===== src/rtl/addsub_pkg.sv =====
// addsub_pkg: shared FSM state type and default widths for addsub_16bit_seq.
package addsub_pkg;
   typedef enum logic [1:0] {IDLE, BUSY, DONE} state_t;
   localparam int DEF_NUM_BITS   = 16;
   localparam int DEF_CHUNK_BITS = 4;
endpackage


===== src/rtl/chunk_adder.sv =====
// chunk_adder: combinational W-bit adder; ADDSUB_SIGNED_OVF_EN adds the carry into the MSB.
module chunk_adder #(
   parameter int W = 4
) (
   input  logic [W-1:0] a,
   input  logic [W-1:0] b,
   input  logic         cin,
   output logic [W-1:0] s,
   output logic         cout
`ifdef ADDSUB_SIGNED_OVF_EN
   , output logic       c_msb
`endif
);
   assign {cout, s} = {1'b0, a} + {1'b0, b} + (W+1)'(cin);
`ifdef ADDSUB_SIGNED_OVF_EN
   // the sum bit is a^b^carry, so the carry into the MSB falls out of it
   assign c_msb = s[W-1] ^ a[W-1] ^ b[W-1];
`endif
endmodule


===== src/rtl/addsub_16bit_seq.sv =====
// addsub_16bit_seq: chunk-serial adder/subtractor with valid/ready handshakes.
// Defining ADDSUB_SIGNED_OVF_EN adds the signed_ovf output.
module addsub_16bit_seq
   import addsub_pkg::*;
#(
   parameter int NUM_BITS   = DEF_NUM_BITS,
   parameter int CHUNK_BITS = DEF_CHUNK_BITS
) (
   input  logic                clk,
   input  logic                n_rst,
   input  logic                in_valid,
   output logic                in_ready,
   input  logic [NUM_BITS-1:0] a,
   input  logic [NUM_BITS-1:0] b,
   input  logic                carry_in,
   input  logic                sub,
   output logic                out_valid,
   input  logic                out_ready,
   output logic [NUM_BITS-1:0] sum,
   output logic                overflow
`ifdef ADDSUB_SIGNED_OVF_EN
   , output logic              signed_ovf
`endif
);
   localparam int NUM_CHUNKS = NUM_BITS / CHUNK_BITS;
   localparam int CW = $clog2(NUM_CHUNKS + 1);
   state_t state, next;
   logic [NUM_BITS-1:0] op_a, op_b;
   logic [CHUNK_BITS-1:0] cs;
   logic [CW-1:0] cnt;
   logic carry, sub_r, cout, last;
`ifdef ADDSUB_SIGNED_OVF_EN
   logic c_msb;
`endif
   assign last = cnt == CW'(NUM_CHUNKS - 1);
   chunk_adder #(.W(CHUNK_BITS)) u_add (
      .a(op_a[CHUNK_BITS-1:0]),
      .b(op_b[CHUNK_BITS-1:0]),
      .cin(carry),
      .s(cs),
      .cout(cout)
`ifdef ADDSUB_SIGNED_OVF_EN
      , .c_msb(c_msb)
`endif
   );
   always_ff @(posedge clk or negedge n_rst)
      if (!n_rst) state <= IDLE;
      else state <= next;
   always_comb begin
      next = state;
      if (state == IDLE && in_valid) next = BUSY;
      else if (state == BUSY && last) next = DONE;
      else if (state == DONE && out_ready) next = IDLE;
   end
   always_comb begin
      in_ready  = state == IDLE;
      out_valid = state == DONE;
   end
   // subtraction is a + ~b + !borrow, so the adder never needs to know the mode
   always_ff @(posedge clk or negedge n_rst) begin
      if (!n_rst) begin
         op_a     <= '0;
         op_b     <= '0;
         carry    <= 1'b0;
         sub_r    <= 1'b0;
         cnt      <= '0;
         sum      <= '0;
         overflow <= 1'b0;
`ifdef ADDSUB_SIGNED_OVF_EN
         signed_ovf <= 1'b0;
`endif
      end else if (state == IDLE && in_valid) begin
         op_a  <= a;
         op_b  <= sub ? ~b : b;
         carry <= carry_in ^ sub;
         sub_r <= sub;
         cnt   <= '0;
      end else if (state == BUSY) begin
         op_a  <= op_a >> CHUNK_BITS;
         op_b  <= op_b >> CHUNK_BITS;
         carry <= cout;
         sum   <= {cs, sum[NUM_BITS-1:CHUNK_BITS]};
         cnt   <= cnt + CW'(1);
         if (last) begin
            overflow <= cout ^ sub_r;
`ifdef ADDSUB_SIGNED_OVF_EN
            signed_ovf <= c_msb ^ cout;
`endif
         end
      end
   end
endmodule


===== config.mk =====
export PLATFORM = sky130hd
export DESIGN_NAME = addsub_16bit_seq
export DESIGN_NICKNAME = d
export VERILOG_FILES = /design/src/rtl/addsub_pkg.sv /design/src/rtl/chunk_adder.sv /design/src/rtl/addsub_16bit_seq.sv
export SDC_FILE = /design/constraint.sdc
export NUM_CORES = 1
export LEC_CHECK = 0
export CAP_MARGIN = 20
export CORE_UTILIZATION = 45
export CTS_CLUSTER_DIAMETER = 60
export CTS_CLUSTER_SIZE = 40
export DETAILED_ROUTE_END_ITERATION = 8
export PLACE_DENSITY = 0.79
export REMOVE_ABC_BUFFERS = 1
export SYNTH_ARGS = -nofsm -noshare
export SYNTH_HDL_FRONTEND = slang
export SYNTH_SLANG_ARGS = --single-unit

===== constraint.sdc =====
create_clock -name clk -period 2 [get_ports clk]
set_input_delay 0.6 -clock clk [delete_from_list [all_inputs] [get_ports clk]]
set_output_delay 0.6 -clock clk [all_outputs]
set_load 0.05 [all_outputs]

## Yosys cells after proc, flatten, opt, wreduce, memory -nomap -nowiden

Cells that the tools add are included.

| cells by class | value |
|---|---|
| add/sub/neg operators | 3 |
| equality and inequality tests | 3 |
| muxes and demuxes | 12 |
| bitwise operators | 4 |
| reduce and logical (&&, ||, !) cells | 8 |

Operator list:

| operator | number |
|---|---|
| $mux W16 | 5 |
| $not A16 Y16 | 1 |
| $mux W2 | 3 |
| $mux W3 | 2 |
| $add A4 B4 Y5 | 1 |
| $add A5 B1 Y5 | 1 |
| $add A3 B1 Y3 const B | 1 |
| $eq A3 B2 Y1 const B | 1 |
| $logic_and A1 B1 Y1 | 3 |
| $reduce_and A3 Y1 | 1 |
| $reduce_bool A3 Y1 | 1 |
| $eq A2 B1 Y1 const B | 1 |
| $eq A2 B2 Y1 const B | 1 |
| $logic_not A2 Y1 | 1 |
| $mux W1 | 2 |
| $reduce_and A2 Y1 | 1 |
| $reduce_bool A2 Y1 | 1 |
| $xor A1 B1 Y1 | 2 |
| $not A1 Y1 | 1 |

| word-level totals | value |
|---|---|
| register bits | 56 |
| input bits | 38 |
| output and inout port bits | 19 |
| logic and storage cells | 38 |

## Depth between registers and ports, before layout

Gate-level depths: netlist of run 1.

| depth | value |
|---|---|
| depth after elaboration | 5 |
| gate-level depth with buffers | 7 |

## By module

From an unflattened synthesis of run 1, not the netlist that was laid out.

| second synthesis, totals | value |
|---|---|
| cell total of the unflattened synthesis | 269 |
| area total of the unflattened synthesis | 2,632.5 um2 |

Modules (own cells, without submodules):

| module | instances | cells an instance | area an instance (um2) |
|---|---|---|---|
| addsub_16bit_seq | 1 | 253 | 2,488.6 |
| chunk_adder | 1 | 16 | 143.9 |

## Worst setup path before layout of run 1

No wires, ideal clock.

| timing | value |
|---|---|
| path type | reg2reg |
| start point | reg op_a[0] |
| end point | reg overflow |
| data arrival time | 1.861 ns |
| required time | 1.872 ns |
| slack | 0.011 ns |
| cell stages (with the launch flop) | 8 |
| path buffers | 0 |
| clock period less this slack | 1.989 ns |
| cells stage by stage | dfrtp_1 inv_1 fa_1 fa_1 nand2b_1 a21oi_1 xor2_1 mux2_1 |

| on the way | value |
|---|---|
| longest elaborated chain between the ends | 3 |

Ends and longest elaborated chain:

| item | RTL line | source |
|---|---|---|
| from (decl) | addsub_16bit_seq.sv:28 | `logic [NUM_BITS-1:0] op_a, op_b;` |
| from (signal assigned) | addsub_16bit_seq.sv:79 | `op_a <= op_a >> CHUNK_BITS;` |
| $add A4 B4 Y5 | chunk_adder.sv:14 | `assign {cout, s} = {1'b0, a} + {1'b0, b} + (W+1)'(cin);` |
| $add A5 B1 Y5 | chunk_adder.sv:14 |  |
| $xor A1 B1 Y1 | addsub_16bit_seq.sv:85 | `overflow <= cout ^ sub_r;` |
| to (signal assigned) | addsub_16bit_seq.sv:85 |  |
| to (decl) | addsub_16bit_seq.sv:20 | `output logic overflow` |

Every way passes these cells.
A chain may end at the register's enable or synchronous reset.

## Worst setup path after layout of run 1

| timing | value |
|---|---|
| start point | reg carry |
| end point | reg overflow |

| on the way | value |
|---|---|
| longest elaborated chain between the ends | 2 |

Ends and longest elaborated chain:

| item | RTL line | source |
|---|---|---|
| from (decl) | addsub_16bit_seq.sv:31 | `logic carry, sub_r, cout, last;` |
| from (signal assigned) | addsub_16bit_seq.sv:75 | `carry <= carry_in ^ sub;` |
| from (signal assigned) | addsub_16bit_seq.sv:81 | `carry <= cout;` |
| $add A5 B1 Y5 | chunk_adder.sv:14 |  |
| $xor A1 B1 Y1 | addsub_16bit_seq.sv:85 |  |

Every way passes these cells.

==> results.toml, run 1 <==
[setup_path]
crit_path_max_fanout = 2
setup.worst_path.start = "carry$_DFFE_PN0P_"
r2r_start = "carry$_DFFE_PN0P_"
end_kind = "flop"
crit_required_ns = 2.19
critPathArrivalTime_ns = 2.12
worstSetupPathType = "flop to flop"
start_kind = "flop"
rrSetupSlack_ns = 0.08

[sta]
hold_viol_final = 0
report.final.slew_viol_count = 0
fin_hold_ws_ns = 0.2544
fin_crit_sh_pct = 96.19
setup_viol = 0
fmax_ghz = 0.5198
slew_headroom_pct = 67.68
worst_pin_slew_ns = 0.4848
finClkSkew_ns = 0.009098
min_period_ns = 1.924

[cts]
root_buffer = "clkbuf_8"
clock-sinks = 56
cts_made_buffers = 5
htree_levels = 2
cts_tree = "built"
clk_pin_slew_ns = 0.10
clockBufferDepth = 2
clock_latency_ns = 0.30

[layout]
drive_above_1_share_pct = 15.53
n_antenna_cell = 0
nFillCells = 498
fin_nets = 367
syn_to_final_growth_pct = 30.58
design_area_mm2 = 0.003382
final_core_util_pct = 61.04

[pwr]
intPower_mw = 2.470
clkPwrFrac_pct = 13.8
irDropWorstVdd_mv = 0.5972
power_leakage_nw = 1.622
p_seq_share_pct = 42.8
switchingPower_mw = 1.672
powerDensity_mw_per_mm2 = 1225
pwr-share-comb_pct = 43.3
swShare_pct = 40.36

[yosys]
yosysTopAreaCell = "dfrtp_1"
synth-edff-count = 0
ys_top_cells_by_area = "dfrtp_1 54%, nand2_1 11%, a221o_1 5.8%, xnor2_1 5.7%, a22oi_1 2.9%"
synth_top_area_share_pct = 54.11
netlist_instances = 261
ys.flop_type = "dfrtp_1"
synthArstFlopShare_pct = 100.0
synth_cell_types = 29
synth_area_mm2 = 0.002590
synth-seq-cells = 56
seq_area_frac_synth_pct = 54.11
avgSynthCellArea_um2 = 9.923
synth_warnings = 0

[floorplanning]
die_w_um = 77.87
die_h_um = 77.87
start_util_pct = 46.75
core-area_mm2 = 0.005540
die_area_mm2 = 0.006063
io_pins = 57
row_count = 27

[route]
drtPass1Iterations = 4
antenna_left = 0
route.detailed.drc = 0
via_count = 1992
drt-total-wl_um = 5144
wl_per_cell_um = 13.06
vias_per_cell = 5.056
drtIter0Drc = 115

[flow_run]
maxCapViolCount = 0

[global_routing]
track_usage_pct = 18.83
antenna_found_initial = 0
grt_first_pass_wirelength_um = 8997
globalRouteOverflowTotal = 0
grt_max_degree = 38
grt_pass1_vias = 1972

[run_status]
status = "completed"

[placement]
place.gp.congestion = 0.8071
dp_hpwl_um = 3809
port_buffers = 56
placed_area_mm2 = 0.003269

[hold_path]
hp-class = "input port to async pin"
-- power groups by stage --
stage / clock (mW) / combinational, mW / sequential [mW]
floorplan: 0 / 0.754 / 2.12
global placement: 0 / 1.69 / 1.77
detailed placement: 0 / 1.75 / 1.80
CTS: 0.593 / 1.77 / 1.77
global route: 0.628 / 1.99 / 1.82
finish: 0.572 / 1.80 / 1.77
-- layer usage --
layer	up-vias	share of wire, %	global-route usage (%)
met3	4	3.6	3.176
met2	49	51	32.65
met4	0	0.82	4.906
li1	994	-	-
met5	-	0	0
met1	945	45	24.31
-- cell type report --
class                   instances  area, um^2  share of cell area [%]
well taps                      72       90.09                   2.664
flip-flops and latches         56        1401                   41.44
inverters                       7       26.28                  0.7769
multi-input cells             181        1104                   32.63
repair buffers                 71       683.2                   20.20
clock inverters                 1       5.005                  0.1480
clock buffers                   6       72.57                   2.146
-- flip-flops by register name, indices dropped and copies added (netlist names) --
register	flops
op_b	16
overflow	1
state	2
op_a	16
sub_r	1
sum	16
carry	1
cnt	3
-- synthesized netlist by cell type, types with 3 or more instances --
cell	n
ha_1	5
a221o_1	15
nand3_1	5
dfrtp_1	56
buf_2	12
nand2_1	76
inv_1	6
xnor2_1	17
nor2_1	17
nor3_1	3
a21oi_1	3
a22oi_1	10
o21ai_1	14
-- critical path, stage by stage, from the launching register on --
cell      delay [ns]
dfrtp_1         0.35
inv_1           0.06
fa_2            0.40
fa_2            0.35
nand2b_4        0.16
a21oi_4         0.15
xor2_1          0.08
mux2_4          0.27
-- cell usage in the layout, fill, tap and decap left out, types with 3 or more instances in the layout --
| cell | synthesis | routed |
|---|---|---|
| nand2_1 | 76 | 76 |
| dfrtp_1 | 56 | 56 |
| clkdlybuf4s50_1 | 0 | 36 |
| buf_4 | 2 | 29 |
| nor2_1 | 17 | 17 |
| xnor2_1 | 17 | 17 |
| a221o_1 | 15 | 15 |
| o21ai_1 | 14 | 14 |
| a22oi_1 | 10 | 10 |
| inv_1 | 6 | 6 |
| nand3_1 | 5 | 5 |
| ha_1 | 5 | 5 |
| clkbuf_8 | 0 | 5 |
| buf_12 | 0 | 5 |
| nor3_1 | 3 | 3 |
-- worst paths after layout --
| kind | endpoint | cells past startpoint |
|---|---|---|
| max | overflow$_DFFE_PN0P_ | 7 |
| min | state[1]$_DFFE_PN0P_ | 1 |
| max reg2reg | overflow$_DFFE_PN0P_ | 7 |
| min reg2reg | sum[0]$_DFFE_PN0P_ | 2 |
| max in group asynchronous | op_b[5]$_DFFE_PN0P_ | 2 |
| min in group clk | sum[0]$_DFFE_PN0P_ | 2 |
-- per-stage QoR --
step | std cells | setup WS, ns | power, mW | TNS (ns)
floorplan | 244 | -0.8380 | 2.873 | -22.70
finish | 394 | 0.07617 | 4.141 | 0
global placement | 386 | -0.007695 | 3.462 | -0.01489
global route | 394 | -0.0008422 | 4.434 | -0.0008422
detailed placement | 386 | -0.05354 | 3.549 | -0.2812
CTS | 393 | 0.02688 | 4.133 | 0
-- timing repair --
item                       4_1_cts  5_1_grt
setup buffers                    0        1
hold buffers                     0        0
resized for setup                2        4
pin swaps                        0        2
setup endpoints to repair        1        1
-- cell families after synthesis --
| group | after synthesis | synth area share [%] |
|---|---|---|
| compound gates | 47 | 13.24 |
| xor+xnor | 19 | 6.425 |
| fa+ha+maj | 7 | 3.961 |
| buf+inv | 24 | 4.637 |
| flops | 56 | 54.11 |
| mux | 1 | 0.4348 |
| simple gates | 107 | 17.20 |
Note: power is estimated with default switching activity, not from simulation.
==> run 2: changes to the inputs <==
CORE_MARGIN = 2   (was default)
==> results.toml, run 2 (synthesized netlist as in run 1, its figures left out) <==
[pwr]
pwr-share-comb_pct = 42.0
clkPwrFrac_pct = 16.9
swShare_pct = 39.30
switchingPower_mw = 1.697
irDropWorstVdd_mv = 0.5994
p_seq_share_pct = 41.0
power_leakage_nw = 1.651
powerDensity_mw_per_mm2 = 1256
intPower_mw = 2.620

[global_routing]
grt_max_degree = 57
track_usage_pct = 16.99
antenna_found_initial = 0
globalRouteOverflowTotal = 0
grt_first_pass_wirelength_um = 8452
grt_pass1_vias = 1866

[layout]
syn_to_final_growth_pct = 32.75
design_area_mm2 = 0.003438
drive_above_1_share_pct = 17.18
final_common_cell = "nand2_1"
reg_top3 = "op_a: 16 flops, op_b: 16 flops, sum: 16 flops"
fin_nets = 370
n_antenna_cell = 0
layout_common_cells = "76 x nand2_1, 56 x dfrtp_1, 36 x clkdlybuf4s50_1, 32 x buf_4"
final_core_util_pct = 62.06

[setup_path]
cp_common_cell = "fa_2"
setup.worst_path.start = "carry$_DFFE_PN0P_"
max_stage_delay_ns = 0.40
r2r_start = "carry$_DFFE_PN0P_"
critPathTopFamily = "adder cells"
rrSetupSlack_ns = 0.07
reg2reg_depth = 7
crit_required_ns = 2.21
slowest_stage = "fa_2"
worstSetupPathType = "flop to flop"
start_kind = "flop"
cp_cell_sequence = "inv_2 -> fa_2 -> fa_2 -> nand2b_4 -> a21oi_4 -> xor2_1 -> mux2_4"
end_kind = "flop"
crit_path_max_fanout = 2
critPathArrivalTime_ns = 2.13
cp_num_buf_inv = 1
worst-path-stages = 7

[route]
via_count = 2003
drtIter0Drc = 85
drt-total-wl_um = 5062
route.detailed.drc = 0
drtPass1Iterations = 4
vias_per_cell = 5.033
wl_per_cell_um = 12.72
antenna_left = 0

[sta]
hold_viol_final = 0
report.final.slew_viol_count = 0
fin_crit_sh_pct = 96.48
finClkSkew_ns = 0.008097
finalWorstSetupSlack_ns = 0.07044
setup_viol = 0
min_period_ns = 1.930
slew_headroom_pct = 74.56
fin_hold_ws_ns = 0.2738
fin_tns_setup_ns = 0
worst_pin_slew_ns = 0.3806
fmax_ghz = 0.5183
rsz0062_at_grt = "no"

[cts]
cts_made_buffers = 5
clock-sinks = 56
htree_levels = 2
clock_latency_ns = 0.31
clockBufferDepth = 2
cts_tree = "built"
root_buffer = "clkbuf_8"
clk_pin_slew_ns = 0.10

[run_status]
status = "completed"

[placement]
place.gp.congestion = 0.8344
placed_area_mm2 = 0.003277
dp_hpwl_um = 3596
dp_slack_ns = -0.1171
port_buffers = 56

[floorplanning]
die_w_um = 79.87
die_area_mm2 = 0.006378
start_util_pct = 46.75
die_h_um = 79.87
core-area_mm2 = 0.005540
io_pins = 57
row_count = 27

[flow_run]
maxCapViolCount = 0

[hold_path]
hp-class = "input port to async pin"
## run 2: area by class of cell
type	count	area, um^2
Timing Repair Buffer	74	705.7
Multi-Input combinational cell	181	1104
Clock buffer	5	68.82
Clock inverter	3	42.54
Inverter	7	26.28
Fill cell	491	2102
Tap cell	72	90.09
Sequential cell	56	1401
## run 2: routing by layer
metal  global-route usage (%)  share of wire, %  vias to the layer above
li1                         -                 -                      997
met1                    22.18                45                      943
met2                    28.66                49                       56
met3                    3.394               5.0                        7
met4                    5.085               1.3                        0
met5                        0                 0                        -
## run 2: path summary, 6_finish.rpt
| check | end |
|---|---|
| max in group asynchronous | op_b[12]$_DFFE_PN0P_ |
| setup / recovery | overflow$_DFFE_PN0P_ |
| setup reg to reg | overflow$_DFFE_PN0P_ |
| min in group clk | op_a[6]$_DFFE_PN0P_ |
| hold / removal | sum[2]$_DFFE_PN0P_ |
| hold reg to reg | op_a[6]$_DFFE_PN0P_ |
## run 2: power groups by stage
stage          Clock [mW]  Combinational [mW]  Sequential, mW
6_report            0.730                1.81            1.77
5_1_grt             0.796                2.00            1.82
4_1_cts             0.752                1.76            1.77
3_5_place_dp            0                1.74            1.80
3_3_place_gp            0                1.69            1.77
2_1_floorplan           0               0.754            2.12
## run 2: worst reg2reg max path, cell delays in order, from the launching register on
cell	delay (ns)
dfrtp_1	0.37
inv_2	0.05
fa_2	0.40
fa_2	0.37
nand2b_4	0.15
a21oi_4	0.13
xor2_1	0.10
mux2_4	0.27
## run 2: per-stage QoR
step / std cells / power (mW)
global route: 398 / 4.609
CTS: 395 / 4.287
finish: 398 / 4.317
detailed placement: 387 / 3.539
global placement: 387 / 3.466
floorplan: 244 / 2.873
## run 2: what timing repair did
action | 4_1_cts | 5_1_grt
hold buffers | 0 | 0
setup endpoints to repair | 1 | 1
pin swaps | 1 | 4
setup buffers | 0 | 3
gates resized for setup | 3 | 4
